$ cat config.mk
export PLATFORM = sky130hd
export DESIGN_NAME = pipeline
export DESIGN_NICKNAME = d
export VERILOG_FILES = /design/src/rtl/pipeline_pkg.sv /design/src/rtl/pipeline_alu.sv /design/src/rtl/pipeline.sv
export SDC_FILE = /design/constraint.sdc
export NUM_CORES = 2
export LEC_CHECK = 0
export BUFFER_PORTS_ARGS = -buffer_cell sky130_fd_sc_hd__buf_2
export CAP_MARGIN = 20
export CORE_ASPECT_RATIO = 0.7
export CORE_UTILIZATION = 45
export DETAILED_ROUTE_END_ITERATION = 8
export HOLD_SLACK_MARGIN = 0.02
export PLACE_DENSITY = 0.71
export SYNTH_ARGS = -nofsm -noshare
export SYNTH_HDL_FRONTEND = slang
export SYNTH_HIERARCHICAL = 1
export SYNTH_SLANG_ARGS = --single-unit
$ cat constraint.sdc
create_clock -name clk -period 10.46 [get_ports clk]
set_input_delay 2.092 -clock clk [delete_from_list [all_inputs] [get_ports clk]]
set_output_delay 2.092 -clock clk [all_outputs]
set_load 0.01 [all_outputs]
$ cat src/rtl/pipeline_pkg.sv
// Shared constants and types for the multi-cycle RV32I pipeline:
// opcode/funct3 encodings, FSM state type, ALU operation type and decoder.
package pipeline_pkg;

  localparam logic [6:0] OPC_LUI    = 7'b0110111;
  localparam logic [6:0] OPC_AUIPC  = 7'b0010111;
  localparam logic [6:0] OPC_JAL    = 7'b1101111;
  localparam logic [6:0] OPC_JALR   = 7'b1100111;
  localparam logic [6:0] OPC_BRANCH = 7'b1100011;
  localparam logic [6:0] OPC_LOAD   = 7'b0000011;
  localparam logic [6:0] OPC_STORE  = 7'b0100011;
  localparam logic [6:0] OPC_OPIMM  = 7'b0010011;
  localparam logic [6:0] OPC_OP     = 7'b0110011;

  localparam logic [2:0] F3_BEQ  = 3'b000;
  localparam logic [2:0] F3_BNE  = 3'b001;
  localparam logic [2:0] F3_BLT  = 3'b100;
  localparam logic [2:0] F3_BGE  = 3'b101;
  localparam logic [2:0] F3_BLTU = 3'b110;
  localparam logic [2:0] F3_BGEU = 3'b111;

  localparam logic [2:0] F3_LB  = 3'b000;
  localparam logic [2:0] F3_LH  = 3'b001;
  localparam logic [2:0] F3_LW  = 3'b010;
  localparam logic [2:0] F3_LBU = 3'b100;
  localparam logic [2:0] F3_LHU = 3'b101;

  localparam logic [2:0] F3_SB = 3'b000;
  localparam logic [2:0] F3_SH = 3'b001;
  localparam logic [2:0] F3_SW = 3'b010;

  localparam logic [2:0] F3_ADD  = 3'b000;
  localparam logic [2:0] F3_SLL  = 3'b001;
  localparam logic [2:0] F3_SLT  = 3'b010;
  localparam logic [2:0] F3_SLTU = 3'b011;
  localparam logic [2:0] F3_XOR  = 3'b100;
  localparam logic [2:0] F3_SR   = 3'b101;
  localparam logic [2:0] F3_OR   = 3'b110;
  localparam logic [2:0] F3_AND  = 3'b111;

  typedef enum logic [1:0] {
    ST_FETCH,
    ST_EXEC,
    ST_LOAD
  } state_t;

  typedef enum logic [3:0] {
    ALU_ADD,
    ALU_SUB,
    ALU_SLL,
    ALU_SLT,
    ALU_SLTU,
    ALU_XOR,
    ALU_SRL,
    ALU_SRA,
    ALU_OR,
    ALU_AND
  } alu_op_t;

  // alt is instr[30]; it selects SUB only for register-register ops,
  // since an ADDI immediate may legitimately have that bit set.
  function automatic alu_op_t alu_decode(logic [2:0] f3, logic alt, logic is_op);
    alu_op_t op;
    op = ALU_ADD;
    case (f3)
      F3_ADD:  op = (is_op && alt) ? ALU_SUB : ALU_ADD;
      F3_SLL:  op = ALU_SLL;
      F3_SLT:  op = ALU_SLT;
      F3_SLTU: op = ALU_SLTU;
      F3_XOR:  op = ALU_XOR;
      F3_SR:   op = alt ? ALU_SRA : ALU_SRL;
      F3_OR:   op = ALU_OR;
      F3_AND:  op = ALU_AND;
      default: op = ALU_ADD;
    endcase
    return op;
  endfunction

endpackage

$ cat src/rtl/pipeline_alu.sv
// Combinational RV32I ALU with branch-compare flags on the same operands.
module pipeline_alu
  import pipeline_pkg::*;
(
  input  logic [31:0] a,
  input  logic [31:0] b,
  input  alu_op_t     op,
  output logic [31:0] result,
  output logic        eq,
  output logic        lt,
  output logic        ltu
);

  assign eq  = (a == b);
  assign lt  = ($signed(a) < $signed(b));
  assign ltu = (a < b);

  // Operation select; shifts use only the low five bits of b.
  always_comb begin
    result = '0;
    case (op)
      ALU_ADD:  result = a + b;
      ALU_SUB:  result = a - b;
      ALU_SLL:  result = a << b[4:0];
      ALU_SLT:  result = {31'd0, lt};
      ALU_SLTU: result = {31'd0, ltu};
      ALU_XOR:  result = a ^ b;
      ALU_SRL:  result = a >> b[4:0];
      ALU_SRA:  result = $signed(a) >>> b[4:0];
      ALU_OR:   result = a | b;
      ALU_AND:  result = a & b;
      default:  result = '0;
    endcase
  end

endmodule

$ cat src/rtl/pipeline.sv
// Multi-cycle RV32I core on a single shared synchronous memory port.
//
//   state    | meaning
//   ---------+-----------------------------------------------------------
//   ST_FETCH | drive PC on mem_addr; instruction arrives next cycle
//   ST_EXEC  | decode mem_rdata, execute; loads issue address, stores write
//   ST_LOAD  | load data on mem_rdata: extract lane, extend, write rd
module pipeline
  import pipeline_pkg::*;
#(
  parameter logic [31:0] START_PC = 32'h0000_0000
) (
  input  logic        clk,
  input  logic        rstn,
  output logic        mem_wren,
  output logic [3:0]  mem_wmask,
  output logic [31:0] mem_wdata,
  output logic [31:0] mem_addr,
  input  logic [31:0] mem_rdata
);

  state_t      state_q, state_d;
  logic [31:0] pc_q, pc_d;
  logic [31:0] regs [32];

  logic [6:0]  opcode;
  logic [4:0]  rd, rs1, rs2;
  logic [2:0]  funct3;
  logic [31:0] imm_i, imm_s, imm_b, imm_u, imm_j;
  logic [31:0] rs1_val, rs2_val, pc_plus4, addr_sum;

  logic [31:0] alu_b, alu_result;
  alu_op_t     alu_op;
  logic        alu_eq, alu_lt, alu_ltu;

  logic [4:0]  ld_rd_q;
  logic [2:0]  ld_f3_q;
  logic [1:0]  ld_lo_q;
  logic [31:0] load_val;

  logic        rf_we;
  logic [4:0]  rf_wa;
  logic [31:0] rf_wd;
  logic [31:0] addr_c, wdata_c;
  logic        wren_c, taken, load_ok;
  logic [3:0]  wmask_c;

  // Instruction fields are decoded straight off the memory read port.
  assign opcode = mem_rdata[6:0];
  assign rd     = mem_rdata[11:7];
  assign funct3 = mem_rdata[14:12];
  assign rs1    = mem_rdata[19:15];
  assign rs2    = mem_rdata[24:20];
  assign imm_i  = {{20{mem_rdata[31]}}, mem_rdata[31:20]};
  assign imm_s  = {{20{mem_rdata[31]}}, mem_rdata[31:25], mem_rdata[11:7]};
  assign imm_b  = {{19{mem_rdata[31]}}, mem_rdata[31], mem_rdata[7],
                   mem_rdata[30:25], mem_rdata[11:8], 1'b0};
  assign imm_u  = {mem_rdata[31:12], 12'd0};
  assign imm_j  = {{11{mem_rdata[31]}}, mem_rdata[31], mem_rdata[19:12],
                   mem_rdata[20], mem_rdata[30:21], 1'b0};

  assign rs1_val  = (rs1 == 5'd0) ? 32'd0 : regs[rs1];
  assign rs2_val  = (rs2 == 5'd0) ? 32'd0 : regs[rs2];
  assign pc_plus4 = pc_q + 32'd4;
  assign addr_sum = rs1_val + ((opcode == OPC_STORE) ? imm_s : imm_i);
  assign load_ok  = (funct3 == F3_LB) || (funct3 == F3_LH) || (funct3 == F3_LW) ||
                    (funct3 == F3_LBU) || (funct3 == F3_LHU);

  assign alu_b  = ((opcode == OPC_OP) || (opcode == OPC_BRANCH)) ? rs2_val : imm_i;
  assign alu_op = alu_decode(funct3, mem_rdata[30], opcode == OPC_OP);

  pipeline_alu u_alu (
    .a      (rs1_val),
    .b      (alu_b),
    .op     (alu_op),
    .result (alu_result),
    .eq     (alu_eq),
    .lt     (alu_lt),
    .ltu    (alu_ltu)
  );

  // Branch condition from the ALU compare flags; reserved funct3 never branches.
  always_comb begin
    taken = 1'b0;
    case (funct3)
      F3_BEQ:  taken = alu_eq;
      F3_BNE:  taken = !alu_eq;
      F3_BLT:  taken = alu_lt;
      F3_BGE:  taken = !alu_lt;
      F3_BLTU: taken = alu_ltu;
      F3_BGEU: taken = !alu_ltu;
      default: taken = 1'b0;
    endcase
  end

  // Lane extraction for the load completing this cycle; bit 0 is ignored for halfwords.
  always_comb begin
    logic [7:0]  lb;
    logic [15:0] lh;
    case (ld_lo_q)
      2'd0:    lb = mem_rdata[7:0];
      2'd1:    lb = mem_rdata[15:8];
      2'd2:    lb = mem_rdata[23:16];
      default: lb = mem_rdata[31:24];
    endcase
    lh = ld_lo_q[1] ? mem_rdata[31:16] : mem_rdata[15:0];
    case (ld_f3_q)
      F3_LB:   load_val = {{24{lb[7]}}, lb};
      F3_LH:   load_val = {{16{lh[15]}}, lh};
      F3_LBU:  load_val = {24'd0, lb};
      F3_LHU:  load_val = {16'd0, lh};
      default: load_val = mem_rdata;
    endcase
  end

  // Next-state, PC, register write and memory-port control.
  always_comb begin
    state_d = state_q;
    pc_d    = pc_q;
    rf_we   = 1'b0;
    rf_wa   = rd;
    rf_wd   = 32'd0;
    addr_c  = pc_q;
    wren_c  = 1'b0;
    wmask_c = 4'd0;
    wdata_c = 32'd0;
    case (state_q)
      ST_FETCH: state_d = ST_EXEC;
      ST_EXEC: begin
        state_d = ST_FETCH;
        pc_d    = pc_plus4;
        case (opcode)
          OPC_LUI:   begin rf_we = 1'b1; rf_wd = imm_u; end
          OPC_AUIPC: begin rf_we = 1'b1; rf_wd = pc_q + imm_u; end
          OPC_JAL: begin
            rf_we = 1'b1;
            rf_wd = pc_plus4;
            pc_d  = pc_q + imm_j;
          end
          OPC_JALR: begin
            rf_we = 1'b1;
            rf_wd = pc_plus4;
            pc_d  = (rs1_val + imm_i) & ~32'd1;
          end
          OPC_BRANCH: pc_d = taken ? (pc_q + imm_b) : pc_plus4;
          OPC_LOAD: begin
            if (load_ok) begin
              addr_c  = addr_sum;
              state_d = ST_LOAD;
              pc_d    = pc_q;
            end
          end
          OPC_STORE: begin
            addr_c = addr_sum;
            case (funct3)
              F3_SB: begin
                wren_c  = 1'b1;
                wmask_c = 4'b0001 << addr_sum[1:0];
                wdata_c = {4{rs2_val[7:0]}};
              end
              F3_SH: begin
                wren_c  = 1'b1;
                wmask_c = addr_sum[1] ? 4'b1100 : 4'b0011;
                wdata_c = {2{rs2_val[15:0]}};
              end
              F3_SW: begin
                wren_c  = 1'b1;
                wmask_c = 4'b1111;
                wdata_c = rs2_val;
              end
              default: ;
            endcase
          end
          OPC_OPIMM, OPC_OP: begin rf_we = 1'b1; rf_wd = alu_result; end
          default: ;
        endcase
      end
      ST_LOAD: begin
        rf_we   = 1'b1;
        rf_wa   = ld_rd_q;
        rf_wd   = load_val;
        pc_d    = pc_plus4;
        state_d = ST_FETCH;
      end
      default: state_d = ST_FETCH;
    endcase
  end

  // Reset overrides the port so an aborted store never reaches memory.
  assign mem_wren  = rstn & wren_c;
  assign mem_wmask = rstn ? wmask_c : 4'd0;
  assign mem_wdata = wdata_c;
  assign mem_addr  = rstn ? addr_c : START_PC;

  // State and PC registers with synchronous active-low reset.
  always_ff @(posedge clk) begin
    if (!rstn) begin
      state_q <= ST_FETCH;
      pc_q    <= START_PC;
    end else begin
      state_q <= state_d;
      pc_q    <= pc_d;
    end
  end

  // Load bookkeeping captured in EXEC; the instruction is gone by the LOAD cycle.
  always_ff @(posedge clk) begin
    if (state_q == ST_EXEC) begin
      ld_rd_q <= rd;
      ld_f3_q <= funct3;
      ld_lo_q <= addr_sum[1:0];
    end
  end

  // Register file write; x0 is never written and contents are not reset.
  always_ff @(posedge clk) begin
    if (rstn && rf_we && (rf_wa != 5'd0)) begin
      regs[rf_wa] <= rf_wd;
    end
  end

endmodule

# --- Yosys cells after proc, flatten, opt, wreduce, memory -nomap -nowiden ---
# Memories as Yosys holds them, arrays and structs flattened.
# Cells that the tools add are included.
word_totals:
  elab_cells: 124
  latch_bits: 0
  mem_bits_ro: 0
  ramBits: 1024
  n_memories: 1
  output_inout_bits: 69
  ff_bits: 44
classes:
  multipliers: 0
  shift: 4
  n_mux: 41
  n_lt_le_gt_ge: 2
  reduce_logical: 25
  addsub: 8
  div_mod_pow: 0
  n_bitwise: 4
  n_eq_ne: 34
memory_table:
  columns: ["memory", "depth", "word_bits", "read_ports", "rd_clocked_by_memory_dff", "wr", "line", "text"]
  rows:
  - ["regs", 32, 32, 2, 0, 1, "pipeline.sv:24", "logic [31:0] regs [32];"]
op_table:
  columns: ["op", "count"]
  rows:
  - ["case mux 32 bit (4 select lines)", 3]
  - ["two-way mux 32 bit", 10]
  - ["case mux 32 bit (10 select lines)", 1]
  - ["adder 32 bit", 6]
  - ["case mux 32 bit (2 select lines)", 3]
  - ["case mux 32 bit (3 select lines)", 1]
  - ["< comparator 32 bit", 2]
  - ["adder 32 x 3 -> 32 bit (second input constant)", 1]
  - ["bitwise AND 32 bit", 1]
  - ["equality test 32 bit", 1]
  - ["bitwise OR 32 bit", 1]
  - ["case mux 4 bit (8 select lines)", 1]
  - ["<< shifter 32 x 5 -> 32 bit", 1]
  - ["right shift 32 x 5 -> 32 bit", 1]
  - [">>> shifter 32 x 5 -> 32 bit", 1]
  - ["subtractor 32 bit", 1]
  - ["XOR 32 bit", 1]
  - ["case mux 8 bit (3 select lines)", 1]
  - ["equality test 7 x 6 -> 1 bit (second input constant)", 3]
  - ["equality test 7 bit (second input constant)", 3]
  - ["equality test 3 bit (second input constant)", 6]
  - ["equality test 4 x 3 -> 1 bit (second input constant)", 4]
  - ["two-way mux 16 bit", 1]
  - ["two-way mux 4 bit", 4]
  - ["32 further kinds", 60]

# --- Logic depth before layout (Yosys ltp) ---
depth:
  word_depth: 9
  mapped_depth: 33
  ltp_nobuf: 27

# --- Cells and area by module ---
# Netlist, hierarchy kept.
modules_own_cells:
  columns: ["mod", "instances", "cells_per_inst", "area_per_inst_um2", "seq_area_each_um2"]
  rows:
  - ["pipeline", 1, 3890, 58886.5, 31710.4]
  - ["pipeline_alu", 1, 1275, 8742.1, 0.0]

# --- Worst setup path after synthesis ---
# OpenSTA, ideal clock, no wires.
synth_path:
  path_kind: "input port to flip-flop"
  startpoint: "in mem_rdata[20]"
  endpoint: "mem regs[0][31], data pin"
  n_path_buf: 5
  path_stages: 25
  slack_ps: 936
  required_ps: 10006
  arrival_time_ps: 9070
  path_cell_list: "clkbuf_1 clkbuf_1 buf_1 mux4_2 mux4_2 mux2i_1 nor2_1 mux2_2 buf_4 inv_2 buf_1 ha_1 o21ba_2 or4_4 a31o_2 a211oi_2 o21ai_1 o21ai_2 a211oi_1 mux2i_1 a211o_1 nand2_1 o21ai_0 a211oi_1 o21ai_0"
synth_via:
  elab_chain_cells: 7
  word_cells_on_any_way: 16
  cone_classes: "add/sub (3); shift (3); mux (5); bitwise (3); reduce/logical (1); memory (1)"
synth_lines:
  columns: ["item", "line", "text"]
  rows:
  - ["start: declaration", "pipeline.sv:19", "input logic [31:0] mem_rdata"]
  - ["memory (32 x 32 bit) / zero test 5 bit (equally long branches)", null, null]
  - ["two-way mux 32 bit *", "pipeline.sv:63", "assign rs2_val = (rs2 == 5'd0) ? 32'd0 : regs[rs2];"]
  - ["two-way mux 32 bit *", "pipeline.sv:69", "assign alu_b = ((opcode == OPC_OP) || (opcode == OPC_BRANCH)) ? rs2_val : imm_i;"]
  - ["via alu_b[1]", "pipeline.sv:32", "logic [31:0] alu_b, alu_result;"]
  - ["subtractor 32 bit (tied with other cells)", "pipeline_alu.sv:23", "ALU_SUB: result = a - b;"]
  - ["case mux 32 bit (10 select lines) *", "pipeline_alu.sv:21", "case (op)"]
  - ["via alu_result[31]", "pipeline.sv:32", null]
  - ["case mux 32 bit (4 select lines) *", "pipeline.sv:132", "case (opcode)"]
  - ["case mux 32 bit (2 select lines) *", "pipeline.sv:127", "case (state_q)"]
  - ["via rf_wd[31]", "pipeline.sv:43", "logic [31:0] rf_wd;"]
  - ["end: declaration", "pipeline.sv:24", null]
# The timed path passes the listed nets; every way through them passes the cells marked *.

# --- Worst setup path in the final report ---
layout_path:
  startpoint: "in mem_rdata[15]"
  endpoint: "out mem_addr[25]"
layout_via:
  elab_chain_cells: 7
  word_cells_on_any_way: 8
  cone_classes: "add/sub (1); mux (5); reduce/logical (1); memory (1)"
layout_lines:
  columns: ["item", "line", "text"]
  rows:
  - ["memory (32 x 32 bit) / zero test 5 bit (equally long branches)", null, null]
  - ["two-way mux 32 bit *", "pipeline.sv:62", "assign rs1_val = (rs1 == 5'd0) ? 32'd0 : regs[rs1];"]
  - ["via rs1_val[11]", "pipeline.sv:30", "logic [31:0] rs1_val, rs2_val, pc_plus4, addr_sum;"]
  - ["adder 32 bit *", "pipeline.sv:65", "assign addr_sum = rs1_val + ((opcode == OPC_STORE) ? imm_s : imm_i);"]
  - ["two-way mux 32 bit", "pipeline.sv:147", "if (load_ok) begin"]
  - ["case mux 32 bit (2 select lines) *", "pipeline.sv:132", null]
  - ["two-way mux 32 bit *", "pipeline.sv:127", null]
  - ["two-way mux 32 bit *", "pipeline.sv:193", "assign mem_addr = rstn ? addr_c : START_PC;"]
  - ["end: declaration", "pipeline.sv:18", "output logic [31:0] mem_addr,"]
# Marks and branches as above.

==> metrics.md <==
| Metric | Value |
|---|---|
| Status | `finished clean` |
| GP Congestion | `1.107` |
| Starting Density | `0.4553` |
| Final setup fails | `0` |
| CTS tree | `done` |
| Hold Fails Final Rpt | `0` |
| Largest net degree at the start of global routing | `75` |
| Peak supply drop | `0.1705 mV` |
| Synth Cell Area | `approximately 68000 um^2` |
| Rows | `118` |
| Cell variety after synth | `103` |
| Top cells by area, synth | `edfxtp_1, mux4_2, ha_1, a21oi_1, nor2_1` |
| Number of synthesis warnings | `6` |
| RSZ-0062 raised after global routing | `false` |
| Total CTS buffers | `100` |
| Detail Route Antenna Nets | `0` |
| Post-cts hold buffer count | `0` |
| Global-route wire length before repair | `384.5 mm` |
| GR Overflow Total | `0` |
| CP endpoint kind | `output port` |
| Worst endpoint data arrival time | `7.83 ns` |
| GRT Overall Usage | `0.3573` |
| Setup bufs post-CTS | `0` |
| Cell Int Power | `slightly above 7 mW` |
| Worst slew margin | `0.06741` |
| Die area | `between 150000 and 200000 um^2` |
| Die W | `around 470 um` |
| H-tree depth | `3` |
| Maximum Capacitance Violations | `0` |
| First-pass DRT Iterations | `6` |
| Initial antenna violation count | `18` |
| CP Data Required Time | `8.37 ns` |
| Pwr dens | `roughly 140 nW/um^2` |
| Top_reg_cell synth | `edfxtp_1` |
| Vias/cell | `approximately 7.3` |
| Die Ht | `between 300 and 400 um` |
| Iter 0 DRT Violations | `9809` |
| Clk sink count | `1067` |
| Leakage Power | `22.80 nW` |
| CP Launch Type | `input pin` |
| CTS resizes | `0` |
| Mapped Cells | `5165` |
| Minimum clock period | `9.921 ns` |
| Synthesized flop and latch total | `1067` |
| Drt wl/cell | `37.41 um` |
| Post-synth EDFFs | `1034` |
| Synthesis-to-layout area growth | `11.44%` |
| Slowest stage cell on the critical path | `buf_4` |
| Cell taking the most area after synthesis | `edfxtp_1` |
| Final setup TNS | `0 ns` |
| Sw Pwr | `3.000 mW` |
| Core Box Area | `148500 um^2` |
| Sequential share of power | `0.455` |
| Area share of the largest cell type after synthesis | `0.4591` |
| CP max stage delay | `roughly 0.65 ns` |
| Clk buf depth | `3` |
| Switching Share | `0.2935` |
| Seq/Total Area, Yosys | `0.4689` |
| Crit Path Class | `in2out` |
| # IOs | `~100` |
| DP Wirelength | `around 190 mm` |
| Transition time of the tightest slew-check pin | `about 1.4 ns` |
| Top cell by count, worst path | `a21oi_1` |
| CTS root buffer | `clkbuf_16` |
| Number of global-route vias before repair | `50153` |
| Worst-path fanout max | `55` |
| CTS clk-pin slew, worst paths | `roughly 0.070 ns` |
| Layout Nets | `5530` |
| Fin util | `0.5074` |
| Hold Crit Class | `reg2reg` |
| Final Max Tran Viols | `0` |
| Share of cells above drive strength 1 | `0.2520` |
| DRC | `0` |
| Achievable frequency | `100.8 MHz` |
| Via count | `53603` |
| WL final | `between 200 and 300 mm` |
| Comb pwr share | `0.184` |
| Fin crit share | `0.9484` |
| Syn Area/Cell | `13.09 um^2` |
| Synth async-reset ratio | `0` |
| I/O Buffers | `between 100 and 150` |
| Critical path, cell by cell | `buf_8 -> buf_4 -> mux4_2 -> mux4_2 -> nand2_1 -> a21oi_1 -> buf_4 -> ha_1 -> nand2_1 -> o21ai_0 -> a21oi_1 -> nor3_1 -> a211oi_1 -> o21bai_1 -> a21oi_1 -> xnor2_1 -> nor2_1 -> a21oi_1 -> nor2_1 -> buf_2` |
| Clock power share | `0.361` |
| Clock insertion delay at the later pin of the skew report | `approximately 0.75 ns` |
| Worst Clk Skew | `0.05637 ns` |
routing by layer:
layer,global-route usage,vias up,share of wire
met4,0.1661,20,0.054
li1,-,20973,-
met3,0.1413,792,0.17
met2,0.4849,4838,0.41
met1,0.4999,26980,0.37
met5,0,-,0.00046
layout by cell type (no fill, tap or decap), types with 22 or more instances in the layout:
cell type	instances
xnor2_1	111
nand2_1	340
a211oi_1	35
o21ai_0	243
nor2_1	353
o21bai_1	35
ha_1	191
conb_1	32
mux4_2	671
o211ai_1	32
a221oi_1	24
or3_1	28
buf_4	271
nand4_1	37
dfxtp_1	33
edfxtp_1	1034
nor3_1	79
nor2_4	32
a21oi_1	386
mux2i_1	125
buf_2	97
xor2_1	47
and3_1	23
a31oi_1	40
nand2b_1	22
and2_1	28
o22ai_1	32
a21o_1	75
clkinv_1	27
a22oi_1	55
o221ai_1	35
mux2_2	24
nand3_1	65
clkbuf_16	105
inv_1	146
o31ai_1	41
path summary, 6_finish.rpt:
kind / from / slack [ns] / to / cells past startpoint
worst max-delay path: mem_rdata[15] / 0.54 / mem_addr[25] / 20
worst min-delay path: pc_q[1]$_SDFFE_PN0P_ / 0.63 / pc_q[1]$_SDFFE_PN0P_ / 2
worst max register to register: regs[23][6]$_DFFE_PP_ / 2.97 / regs[10][22]$_DFFE_PP_ / 20
worst min register to register: pc_q[1]$_SDFFE_PN0P_ / 0.63 / pc_q[1]$_SDFFE_PN0P_ / 2
synth_stat cells, drive strengths merged, types with 18 or more instances:
cell type	count
a21oi	392
clkbuf	275
nand4	37
nand3	65
a211oi	38
xnor2	111
a22oi	56
and3	23
nor3	80
o21bai	35
edfxtp	1034
mux4	671
a31oi	44
nor2b	28
mux2	26
dfxtp	33
o21ai	268
a221oi	24
buf	127
ha	191
nand2	340
o221ai	37
or3	28
xor2	47
and2	31
inv	153
nor2	389
o31ai	41
nand2b	22
mux2i	125
a21boi	22
o22ai	32
o21a	21
a21o	75
a221o	18
o211ai	34
state kept, by name, summed over array words and instances, names as in the netlist:
signal and cells:
ld_f3_q 3, ld_lo_q 2, pc_q 31, regs 1024, ld_rd_q 5, state_q 2
per-stage QoR:
| stage | instances | cell area [um^2] | setup WS, ns | power [mW] | hold slack (ns) |
|---|---|---|---|---|---|
| detailed placement | 7168 | 71950 | 0.7005 | 6.506 | 0.6169 |
| CTS | 7350 | 75170 | 0.6835 | 10.13 | 0.6263 |
| global route | 7359 | 75350 | 0.2152 | 10.43 | 0.6639 |
| finish | 7366 | 75370 | 0.5393 | 10.22 | 0.6340 |
| global placement | 7165 | 71910 | 0.6798 | 6.512 | 0.6024 |
| floorplan | 5196 | 67750 | 0.9358 | 5.822 | 0.5253 |
power groups by stage:
stage	sequential, mW	clock, mW	combinational, mW
after floorplan	4.73	0	1.09
after global placement	4.74	0	1.77
after detailed placement	4.74	0	1.77
after CTS	4.65	3.71	1.77
after global routing	4.65	3.85	1.93
final	4.65	3.70	1.88
final cells by class:
class                      instances  area [um^2]
fill                           12527        73160
multi-input combinational       3566        34130
sequential                      1067        31710
timing repair buffer             402         3187
clock buffer                     117         2609
tap                             1980         2477
clock inverter                    65        616.8
inverter                         161        614.3
antenna                            8        20.02
critical path: cells and delay by family:
family	cells	cell delay [ns]
AO/OA/AOI/OAI	7	1.47
adder cells (fa/ha/maj)	1	0.55
buffers and inverters	4	1.61
AND/OR/NAND/NOR	5	0.64
multiplexers	2	1.06
XOR/XNOR	1	0.21
logic make-up (layout without fill, tap and decap cells):
family                     after synthesis  after routing  synth area share
other                                    1             40        0.00005545
and+or+nand+nor                       1096           1096           0.07269
muxes                                  822            822            0.2463
buffers and inverters                  563            745           0.03399
DFF                                   1067           1067            0.4689
AOI/OAI and AO/OA                     1259           1259            0.1201
adders and majority gates              199            199           0.03758
xor gates and xnor gates               158            158           0.02046
No activity file was read; power rests on OpenSTA's default activity.
